**src/rtl/switch_conditioner_pkg.sv**
```systemverilog
// Shared types and helpers for the switch front-end.
// Contents:
//   debounce_state - per-channel debounce FSM state
//   cnt_width()    - counter width for a given debounce length, never below 1
package switch_conditioner_pkg;

  typedef enum logic [1:0] {
    DB_LOW,
    DB_ARM_HIGH,
    DB_HIGH,
    DB_ARM_LOW
  } debounce_state;

  function automatic int unsigned cnt_width(input int unsigned cycles);
    return (cycles < 2) ? 1 : $clog2(cycles);
  endfunction

endpackage

```
**src/rtl/debounce_channel.sv**
```systemverilog
// One switch channel: synchroniser chain followed by a debounce FSM.
// Ports:
//   clk    - system clock
//   reset  - synchronous, active-high reset
//   din    - asynchronous level, already polarity-corrected
//   level  - debounced level (high in DB_HIGH and DB_ARM_LOW)
//   rise   - one-cycle pulse when level goes 0->1
//   fall   - one-cycle pulse when level goes 1->0
module debounce_channel
  import switch_conditioner_pkg::*;
#(
  parameter int unsigned SYNC_STAGES     = 2,
  parameter int unsigned DEBOUNCE_CYCLES = 16
) (
  input  logic clk,
  input  logic reset,
  input  logic din,
  output logic level,
  output logic rise,
  output logic fall
);

  localparam int unsigned CntW = cnt_width(DEBOUNCE_CYCLES);
  localparam logic [CntW-1:0] CntLast = CntW'(DEBOUNCE_CYCLES - 1);

  logic [SYNC_STAGES-1:0] sync_q;
  logic                   sync;
  debounce_state          state_q;
  logic [CntW-1:0]        cnt_q;

  always_ff @(posedge clk) begin
    if (reset) begin
      sync_q <= '0;
    end else begin
      sync_q <= {sync_q[SYNC_STAGES-2:0], din};
    end
  end

  assign sync = sync_q[SYNC_STAGES-1];

  // level only changes on the two accepting transitions, so it is updated there
  // rather than decoded from state, keeping every output a plain flop.
  always_ff @(posedge clk) begin
    if (reset) begin
      state_q <= DB_LOW;
      cnt_q   <= '0;
      level   <= 1'b0;
      rise    <= 1'b0;
      fall    <= 1'b0;
    end else begin
      rise <= 1'b0;
      fall <= 1'b0;
      case (state_q)
        DB_LOW: begin
          if (sync) begin
            state_q <= DB_ARM_HIGH;
            cnt_q   <= CntW'(1);
          end
        end
        DB_ARM_HIGH: begin
          if (!sync) begin
            // Any opposite sample throws away all progress.
            state_q <= DB_LOW;
            cnt_q   <= '0;
          end else if (cnt_q == CntLast) begin
            state_q <= DB_HIGH;
            cnt_q   <= '0;
            level   <= 1'b1;
            rise    <= 1'b1;
          end else begin
            cnt_q <= cnt_q + 1'b1;
          end
        end
        DB_HIGH: begin
          if (!sync) begin
            state_q <= DB_ARM_LOW;
            cnt_q   <= CntW'(1);
          end
        end
        DB_ARM_LOW: begin
          if (sync) begin
            state_q <= DB_HIGH;
            cnt_q   <= '0;
          end else if (cnt_q == CntLast) begin
            state_q <= DB_LOW;
            cnt_q   <= '0;
            level   <= 1'b0;
            fall    <= 1'b1;
          end else begin
            cnt_q <= cnt_q + 1'b1;
          end
        end
        default: begin
          state_q <= DB_LOW;
          cnt_q   <= '0;
        end
      endcase
    end
  end

endmodule

```
**src/rtl/switch_conditioner.sv**
```systemverilog
// Front-end conditioner for board switches and pushbuttons (execute, load_a, load_b).
// Each channel is polarity-corrected, synchronised to clk and debounced.
// Ports:
//   clk        - system clock
//   reset      - synchronous, active-high reset
//   raw_in     - asynchronous switch/button levels
//   clean_out  - debounced, active-high levels
//   rise_pulse - one-cycle pulse per channel when clean_out goes 0->1
//   fall_pulse - one-cycle pulse per channel when clean_out goes 1->0
module switch_conditioner
  import switch_conditioner_pkg::*;
#(
  parameter int unsigned           NUM_INPUTS      = 3,
  parameter int unsigned           SYNC_STAGES     = 2,
  parameter int unsigned           DEBOUNCE_CYCLES = 16,
  // Bit set = active-low input (e.g. DE2 KEYs).
  parameter logic [NUM_INPUTS-1:0] INVERT_MASK     = '0
) (
  input  logic                  clk,
  input  logic                  reset,
  input  logic [NUM_INPUTS-1:0] raw_in,
  output logic [NUM_INPUTS-1:0] clean_out,
  output logic [NUM_INPUTS-1:0] rise_pulse,
  output logic [NUM_INPUTS-1:0] fall_pulse
);

  logic [NUM_INPUTS-1:0] active_in;

  assign active_in = raw_in ^ INVERT_MASK;

  for (genvar i = 0; i < NUM_INPUTS; i++) begin : g_chan
    debounce_channel #(
      .SYNC_STAGES     (SYNC_STAGES),
      .DEBOUNCE_CYCLES (DEBOUNCE_CYCLES)
    ) u_chan (
      .clk   (clk),
      .reset (reset),
      .din   (active_in[i]),
      .level (clean_out[i]),
      .rise  (rise_pulse[i]),
      .fall  (fall_pulse[i])
    );
  end

endmodule
```
**config.mk**
```make
export PLATFORM = sky130hd
export DESIGN_NAME = switch_conditioner
export DESIGN_NICKNAME = d
export VERILOG_FILES = /design/src/rtl/switch_conditioner_pkg.sv /design/src/rtl/debounce_channel.sv /design/src/rtl/switch_conditioner.sv
export SDC_FILE = /design/constraint.sdc
export NUM_CORES = 1
export LEC_CHECK = 0
export ABC_AREA = 1
export CAP_MARGIN = 10
export CORE_ASPECT_RATIO = 1.4
export CORE_MARGIN = 2
export CORE_UTILIZATION = 40
export CTS_BUF_LIST = sky130_fd_sc_hd__clkbuf_4 sky130_fd_sc_hd__clkbuf_8
export DETAILED_ROUTE_END_ITERATION = 7
export GPL_TIMING_DRIVEN = 0
export PLACE_DENSITY_LB_ADDON = 0.1
export SYNTH_ARGS = -nofsm -noshare
export SYNTH_HDL_FRONTEND = slang
export SYNTH_SLANG_ARGS = --single-unit
```
**constraint.sdc**
```tcl
create_clock -name clk -period 1.4 [get_ports clk]
set_clock_uncertainty 0.1 [all_clocks]
set_input_delay 0.21 -clock clk [delete_from_list [all_inputs] [get_ports clk]]
set_output_delay 0.21 -clock clk [all_outputs]
set_load 0.02 [all_outputs]
```
==> results.ini, run 1 <==
[run_status]
outcome=finished, final reports clean

[route]
dr.pass1.iters=4
drt_iter0_drc=19
drc=0
ant_nets=0
wire_per_inst_um=10.6
drt_wl_total_mm=2.53
viasPerCell=4.91
vias=1179

[power_and_ir_drop]
power_density_nw_per_um2=1050
combPwrFrac=0.061
switchingPower_mw=0.394
seqPwrFrac=0.547
p_sw_frac=0.217
intPower_mw=1.42
ir_worst_vdd_uv=798
p_leak_nw=0.734
power_frac_clock=0.392

[global_route]
gr-total-overflow=0
grt_use_total=0.149
grt_pass1_wl_mm=4.38
grt_max_degree=11
antenna_found_initial=0
grt_pass1_vias=1101

[die]
start_util=0.424
die_y_um=75.1
fp.dieW_um=54.8
rows=25
core_area_sq_um=3410
floorplan.io_pins=14
dieArea_sq_um=4120

[hold_path]
min_path_type=flip-flop to flip-flop

[sta]
fin_crit_sh=0.955
drv_slew=0
tightest_slew_ns=0.265
max-slew-margin-rel=0.823
post-route-min-period_ns=1.34
rsz0062_at_grt=no
fin_ws_ns=0.0625
setup_viol=0
fmax_mhz=748
final_hold_viol_count=0

[logic_synthesis]
ys_ff_latch=33
yosys_warnings=0
yosysUniqueCellTypes=30
syn_avg_cell_area_sq_um=8.03
netlist_area_sq_um=1450
ys_seq_area_frac=0.457
syn_nets=188
netlist_instances=180

[clock_tree]
htreeDepth=2
cts_hold_buf=0
post-cts-setup-buffers=0
cts_tree=yes
cts_root_buf=clkbuf_8
clk_pin_slew_ns=0.06
clock_latency_ns=0.27
cts_made_buffers=5
clockBufferDepth=2
cts.sinks=33

[placement]
place_congestion=0.799
dp_cells=233
pre_cts_slack_ns=-0.176
dpl.hpwl_mm=1.92
io_buffer_count=13

[setup_path]
required_ns=1.09
critPathCaptureType=output port
crit_type=flip-flop to output port
critPathLaunchType=flip-flop
crit_arrival_ns=1.03
cp_max_fo=2

[cells_and_area]
n_antenna_cell=0
final_nets=208
final-instance-count-excl-fill=240
drive_gt1_frac=0.250
synthToLayoutAreaGrowth_pct=19.1

[job]
maxCapViolCount=0

[kinds of logic after synthesis]
kind of cell,count (synthesis),synth area share
AND/OR/NAND/NOR,81,0.278
buffers and inverters,34,0.120
flip-flops,33,0.457
AO/OA/AOI/OAI,28,0.113
adder cells (fa/ha/maj),3,0.0260
XOR/XNOR,1,0.00606
[synth_stat cells (all sizes together)]
master / number / area (sq um)
o211a: 1 / 10.0
o22ai: 1 / 6.26
a211oi: 1 / 7.51
xor2: 1 / 8.76
nor3: 4 / 25.0
ha: 3 / 37.5
o21ai: 10 / 50.0
nand2: 40 / 168
dfxtp: 33 / 661
nor2: 17 / 88.8
and3: 1 / 6.26
nand4: 5 / 31.3
buf: 11 / 77.6
a21oi: 11 / 55.1
o31ai: 1 / 7.51
o21bai: 1 / 7.51
o21a: 1 / 7.51
nor3b: 1 / 7.51
a21boi: 1 / 11.3
nand3: 13 / 75.1
inv: 22 / 82.6
clkbuf: 1 / 13.8
[state kept, by name, summed over array words and instances (netlist names), named ones only]
register,flops
g_chan.u_chan.level,3
g_chan.u_chan.sync_q,6
g_chan.u_chan.cnt_q,12
g_chan.u_chan.state_q,3
g_chan.u_chan.rise,3
g_chan.u_chan.fall,3
[power by group through the flow]
stage	Sequential (mW)	Combinational, mW	Clock (mW)
after floorplan	1.00	0.0788	0
after global placement	1.01	0.108	0
after detailed placement	1.01	0.110	0
after CTS	0.990	0.111	0.746
after global routing	0.997	0.126	0.780
final	0.993	0.110	0.712
[critical path, cell delays in order, from the launching register on]
cell	delay [ns]
dfxtp_1	0.33
buf_4	0.10
dlygate4sd2_1	0.32
[path summary, 6_finish.rpt]
path	startpoint	to	slack [ns]	cells past startpoint
setup / recovery	g_chan[2].u_chan.level$_SDFFE_PP0P_	clean_out[2]	0.06	2
hold / removal	g_chan[2].u_chan.sync_q[0]$_SDFF_PP0_	g_chan[2].u_chan.sync_q[1]$_SDFF_PP0_	0.31	2
setup reg to reg	g_chan[0].u_chan.cnt_q[1]$_SDFFE_PP0P_	g_chan[0].u_chan.level$_SDFFE_PP0P_	0.09	5
hold reg to reg	g_chan[2].u_chan.sync_q[0]$_SDFF_PP0_	g_chan[2].u_chan.sync_q[1]$_SDFF_PP0_	0.31	2
[through the flow]
step / util / hold WS (ns) / setup TNS [ns] / power, mW / instance area, sq um
2_1_floorplan: - / 0.185 / 0 / 1.08 / 1450
3_3_place_gp: 0.477 / 0.291 / -1.71 / 1.12 / 1630
3_5_place_dp: 0.477 / 0.299 / -1.72 / 1.12 / 1630
4_1_cts: 0.500 / 0.310 / 0 / 1.85 / 1700
5_1_grt: 0.505 / 0.330 / 0 / 1.90 / 1720
6_report: 0.505 / 0.305 / 0 / 1.81 / 1720
[metal layers]
metal | part of all wire | up-vias | routed length (um) | global-route usage
met3 | 0.058 | 2 | 147 | 0.0556
met4 | 0.0099 | 0 | 25 | 0.0667
li1 | - | 613 | - | -
met2 | 0.54 | 31 | 1360 | 0.258
met1 | 0.40 | 533 | 1000 | 0.155
met5 | 0 | - | 0 | 0
[cell type report]
cell class                      count  area (sq um)
Tap cell                           40          50.0
Clock buffer                        7          90.1
Fill cell                         339          1690
Sequential cell                    33           667
Multi-Input combinational cell    113           621
Inverter                           22          82.6
Buffer                             12          91.3
Timing Repair Buffer               13           120
[timing repair]
action,CTS,global route
gates resized for setup,9,10
pin swaps,0,1
endpoints found under the hold margin,0,0
cloned,0,0
setup endpoints to repair,9,11
[cells in the final DEF (no fill, tap or decap), types with 2 or more instances in the layout]
cell type,Yosys,final
nand2_2,7,8
o21ai_1,3,3
inv_1,17,17
nand3_1,11,11
buf_4,9,9
nand3_2,2,2
ha_2,0,2
clkdlybuf4s50_1,0,4
inv_2,5,5
nor2_2,4,5
dfxtp_2,0,5
nor2_4,2,2
nand4_1,5,5
nand2_1,33,32
dlygate4sd2_1,0,8
nor3_1,3,3
clkbuf_8,1,7
buf_2,2,2
o21ai_0,7,7
nor2_1,11,10
dfxtp_1,33,28
a21oi_1,11,11
Note: power is estimated with default switching activity, not from simulation.
==> inputs of run 2 (changes only) <==
--- a/config.mk
+++ b/config.mk
@@ -6,6 +6,7 @@
 export NUM_CORES = 1
 export LEC_CHECK = 0
 export ABC_AREA = 1
+export ABC_CLOCK_PERIOD_IN_PS = 1400
 export CAP_MARGIN = 10
 export CORE_ASPECT_RATIO = 1.4
 export CORE_MARGIN = 2
==> results of run 2 <==
No change in the layout: final DEF, timing and power equal those of run 1.
==> inputs of run 3 (changes only) <==
--- a/config.mk
+++ b/config.mk
@@ -6,12 +6,13 @@
 export NUM_CORES = 1
 export LEC_CHECK = 0
 export ABC_AREA = 1
-export ABC_CLOCK_PERIOD_IN_PS = 1400
+export ABC_CLOCK_PERIOD_IN_PS = 1300
 export CAP_MARGIN = 10
 export CORE_ASPECT_RATIO = 1.4
 export CORE_MARGIN = 2
 export CORE_UTILIZATION = 40
 export CTS_BUF_LIST = sky130_fd_sc_hd__clkbuf_4 sky130_fd_sc_hd__clkbuf_8
+export CTS_CLUSTER_SIZE = 30
 export DETAILED_ROUTE_END_ITERATION = 7
 export GPL_TIMING_DRIVEN = 0
 export PLACE_DENSITY_LB_ADDON = 0.1
==> constraint.sdc (replaced) <==
create_clock -name clk -period 1.3 [get_ports clk]
set_clock_uncertainty 0.1 [all_clocks]
set_input_delay 0.195 -clock clk [delete_from_list [all_inputs] [get_ports clk]]
set_output_delay 0.195 -clock clk [all_outputs]
set_load 0.02 [all_outputs]
==> results.ini, run 3 (synthesis gave the netlist of run 1 again) <==
[sta]
drv_slew=0  ; unchanged
tightest_slew_ns=0.259  ; -0.00588 ns
tns_ns=0  ; unchanged
post-route-min-period_ns=1.25
holdWs_ns=0.305  ; +0.0000650 ns
final_hold_viol_count=0  ; unchanged
max-slew-margin-rel=0.827  ; +0.00393
fin_crit_sh=0.961
fin_ws_ns=0.0510  ; -0.0115 ns
fmax_mhz=801
setup_viol=0  ; unchanged

[route]
drt_wl_total_mm=2.68  ; +5.9%
dr.pass1.iters=3  ; -1
wire_per_inst_um=11.0  ; +4.6%
ant_nets=0  ; unchanged
vias=1183  ; +0.34%
drt_iter0_drc=20  ; +1
drc=0  ; unchanged
viasPerCell=4.87  ; -0.90%

[clock_tree]
cts_root_buf=clkbuf_8
cts_tree=yes
cts_made_buffers=5  ; unchanged
cts.sinks=33  ; unchanged
clk_pin_slew_ns=0.06  ; about the same
htreeDepth=2  ; unchanged
clock_latency_ns=0.27  ; about the same
cts_hold_buf=0  ; unchanged
clockBufferDepth=2  ; unchanged

[cells_and_area]
final-instance-count-excl-fill=243  ; +1.3%
final_common_cell=nand2_1
fillers=337  ; -0.59%
final_cell_mix=nand2_1, dfxtp_1, inv_1
n_antenna_cell=0  ; unchanged
drive_gt1_frac=0.325  ; +0.0751
synthToLayoutAreaGrowth_pct=22.6
multi_input_area_sq_um=663  ; +6.9%
reg_top3=g_chan.u_chan.cnt_q (12), g_chan.u_chan.sync_q (6)
seq_area_sq_um=672  ; +0.75%
final_area_sq_um=1770  ; +2.9%
final_nets=211  ; +1.4%
largest_register_ff_count=12  ; unchanged
regMostFlops=g_chan.u_chan.cnt_q

[placement]
place_congestion=0.799  ; unchanged
placed_area_sq_um=1630  ; unchanged
io_buffer_count=13  ; unchanged
pre_cts_slack_ns=-0.261  ; -0.0850 ns
dpl.hpwl_mm=1.92  ; unchanged
dp_cells=233  ; unchanged

[global_route]
grt_use_total=0.151  ; +0.00240
gr-total-overflow=0  ; unchanged
grt_pass1_wl_mm=4.47  ; +2.1%
antenna_found_initial=0  ; unchanged
grt_max_degree=11  ; unchanged
grt_pass1_vias=1126  ; +2.3%

[hold_path]
hp-start=g_chan[2].u_chan.sync_q[0]$_SDFF_PP0_
holdPathEnd=g_chan[2].u_chan.sync_q[1]$_SDFF_PP0_
min_path_cells=2  ; unchanged
min_path_type=flip-flop to flip-flop

[setup_path]
critPathCaptureType=output port
critPathLaunchType=flip-flop
r2r_end=g_chan[2].u_chan.cnt_q[0]$_SDFFE_PP0P_
cp_max_fo=1  ; -1
r2r_slack_ns=0.07  ; -0.02 ns
reg2reg_depth=6  ; +1
crit_type=flip-flop to output port
crit_arrival_ns=0.95  ; -0.08 ns
required_ns=1.00  ; -0.09 ns
r2r_start=g_chan[2].u_chan.cnt_q[1]$_SDFFE_PP0P_

[run_status]
outcome=finished, final reports clean

[power_and_ir_drop]
power_density_nw_per_um2=1110  ; +5.6%
p_leak_nw=0.725  ; -1.3%
ir_worst_vdd_uv=859  ; +7.6%

[die]
floorplan.io_pins=14  ; unchanged
start_util=0.424  ; unchanged
dieArea_sq_um=4120  ; unchanged
fp.dieW_um=54.8  ; unchanged
rows=25  ; unchanged
die_y_um=75.1  ; unchanged
core_area_sq_um=3410  ; unchanged

[job]
maxCapViolCount=0  ; unchanged

## run 3: changes by cell type in the layout (fill, tap and decap cells not counted), moves of 2 or more
cell	before	now
buf_4	9	13
clkbuf_2	0	6
dfxtp_1	28	26
dlygate4sd2_1	8	0
ha_4	0	2
nand2_1	32	29
nand2_2	8	11
## run 3: cell type report
class / instances / share of cell area
plain buffers: 12 / 0.0530
clock buffers: 7 / 0.0508
inverters: 22 / 0.0466
multi-input cells: 113 / 0.374
flip-flops and latches: 33 / 0.379
well taps: 40 / 0.0282
repair buffers: 16 / 0.0678
## run 3: worst max-delay path by stage
stage / from / slack, ns / endpoint
2_1_floorplan: g_chan[2].u_chan.cnt_q[0]$_SDFFE_PP0P_ / 0.08 / g_chan[2].u_chan.state_q[0]$_SDFFE_PP0P_
3_3_place_gp: reset / -0.26 / g_chan[0].u_chan.sync_q[0]$_SDFF_PP0_
3_5_place_dp: reset / -0.26 / g_chan[0].u_chan.sync_q[1]$_SDFF_PP0_
4_1_cts: g_chan[0].u_chan.level$_SDFFE_PP0P_ / 0.0004 / clean_out[0]
5_1_grt: g_chan[1].u_chan.cnt_q[0]$_SDFFE_PP0P_ / -0.008 / flip-flop
6_report: g_chan[0].u_chan.rise$_SDFF_PP0_ / 0.05 / rise_pulse[0]
## run 3: routing by layer
layer  GRT usage  vias to the layer above  wire (um)
met1       0.159                      546       1080
li1            -                      619          -
met2       0.263                       16       1470
met5           0                        -          0
met4      0.0667                        0         25
met3      0.0536                        2        102
## run 3: worst max-delay path: stages (launching register included)
cell	delay [ns]
dfxtp_1	0.30
buf_4	0.12
clkdlybuf4s15_1	0.27
## run 3: through the flow
step	util	power [mW]
2_1_floorplan	-	1.17
3_3_place_gp	0.477	1.20
3_5_place_dp	0.477	1.21
4_1_cts	0.509	2.00
5_1_grt	0.520	2.06
6_report	0.520	1.97
## run 3: where the power goes
part	leakage [nW]	switching, mW	internal (mW)
Combinational	0.405	0.0741	0.0584
Clock	0.0477	0.330	0.440
Sequential	0.271	0.0305	1.04
## run 3: timing repair
item | in CTS | in global routing
setup buffers | 2 | 1
setup endpoints to repair | 15 | 30
resized for setup | 22 | 23
pin swaps | 1 | 3
==> variant (settings of run 3) <==
Register the output `clean_out`, without a reset; this adds one clock of latency there. The other outputs are not delayed to match. Comments in the files are not updated.
--- a/src/rtl/switch_conditioner.sv
+++ b/src/rtl/switch_conditioner.sv
@@ -26,2 +26,4 @@
 
+  logic [NUM_INPUTS-1:0] clean_d;
+
   logic [NUM_INPUTS-1:0] active_in;
@@ -38,3 +40,3 @@
       .din   (active_in[i]),
-      .level (clean_out[i]),
+      .level (clean_d[i]),
       .rise  (rise_pulse[i]),
@@ -44,2 +46,6 @@
 
+  always_ff @(posedge clk) begin
+      clean_out <= clean_d;
+  end
+
 endmodule
Behaviour: same outputs for any inputs over 10 cycles, from zero or initial values and one cycle with reset high; that may be too few to reach the edited logic, so the function may still have changed.
==> variant against run 3 <==
Global-route usage rose by 0.18 points. Cell area increased by 1.7%. Sequential cell count grew 3. Power is 4.0% higher. Sequential power increased by 6%. Via count down 1.0%. Area after synthesis grew 0.87%. Wire length decreased by 4.7%. Sequential share of layout area up 2.8 points. Setup slack better by 34 ps. Highest routed layer unchanged.
==> variant: results (changes against run 3) <==
Outcome
  – Run status: finished, final reports clean (unchanged)

Setup path
  – Critical Path Slowest Stage Cell: dfxtp_2 (was dfxtp_1)
  – WP data arrival: 1320 ps (was 950 ps)
  – Critical path peak fanout: 5 (was 1)
  – Crit-path max cell delay: 390 ps (was 300 ps)
  – Crit-path leading delay family: flip-flops (was buffers and inverters)

STA
  – Rel. slew slack: 68.2% (was 82.7%)

Synth
  – Part of the Yosys area used for sequential elements: 49.4% (was 45.7%)
  – Cell variety after synth: 22 (was 30)
  – Synthesized Nets: 193 (was 188)
  – Xor/xnor share of the synthesized area: 0.601% (was 0.606%)
  – Top cells by area, synth: dfxtp_1 (49%), nand2_1 (7.2%), nand3_1 (6.2%) (was dfxtp_1 (46%), nand2_1 (8.6%), buf_4 (4.7%))

Power and ir drop
  – VDD IR max: 0.000865 V (was 0.000859 V)
  – Flop+latch power: 1130 µW (was 1070 µW)
  – Sequential power share: 55.2% (was 54.2%)

Place
  – Final GP Congestion: 0.751 (was 0.799)
  – IO Port Bufs: 13 (unchanged)
  – Dpl hpwl: 1800 µm (was 1920 µm)

GRT
  – Grt met1 use: 16.1% (was 15.9%)
  – Grt met2 use: 25.3% (was 26.3%)
  – Vias in the first global route: 1,091 (was 1,126)
  – First-pass GRT wire length: 4420 µm (was 4470 µm)
  – GR Util met3: 7.06% (was 5.36%)
  – Tot GR Track Use: 15.3% (was 15.1%)

Cells and area
  – Layout cells sized above 1: 24.3% (was 32.5%)
  – Final #Nets: 218 (was 211)

Detailed routing
  – First-pass detailed-route iteration total: 2 (was 3)
  – Initial DRC Count: 31 (was 20)
==> variant: layout make-up <==
| type | count | area (µm²) |
|---|---|---|
| Buffer | 10 | 63.8 |
| Tap cell | 40 | 50.0 |
| Clock buffer | 7 | 96.3 |
| Timing Repair Buffer | 18 | 136 |
| Multi-Input combinational cell | 115 | 632 |
| Sequential cell | 36 | 733 |
| Fill cell | 349 | 1640 |
| Inverter | 24 | 90.1 |
==> variant: metal layers <==
layer / up-vias / routed length [µm]
met1: 519 / 1150
met5: - / 0
li1: 634 / -
met2: 13 / 1290
met4: 0 / 51
met3: 5 / 71
==> variant: path summary, 6_finish.rpt <==
path / start / to / slack [ps] / depth (start not counted)
setup / recovery: g_chan[0].u_chan.cnt_q[0] / g_chan[0].u_chan.level / 80 / 5
hold / removal: g_chan[2].u_chan.level / clean_out[2] / 250 / 0
hold reg to reg: g_chan[2].u_chan.level / clean_out[2] / 250 / 0
setup reg to reg: g_chan[0].u_chan.cnt_q[0] / g_chan[0].u_chan.level / 80 / 5
==> variant: what timing repair did <==
action / 4_1_cts / 5_1_grt
endpoints found under the setup margin: 12 / 22
pin swaps: 1 / 2
buffers inserted: 2 / 3
endpoints found under the hold margin: 0 / 0
gates resized for setup: 23 / 15
==> variant: stage by stage <==
stage          area, µm²  TNS, ps  setup WS [ps]  cells  utilization (%)
2_1_floorplan       1460        0           85.6    185                -
3_3_place_gp        1640    -5720           -303    238             47.6
3_5_place_dp        1640    -6150           -308    238             47.6
4_1_cts             1760        0           2.69    247             51.2
5_1_grt             1800    -19.2          -19.2    250             52.4
6_report            1800        0           84.7    250             52.4
==> variant: worst register-to-register path, cell delays in order, from the launching register on <==
cell,delay (ps)
dfxtp_2,390
ha_4,160
nand4_1,170
inv_1,120
nand4_1,110
o21ai_0,100
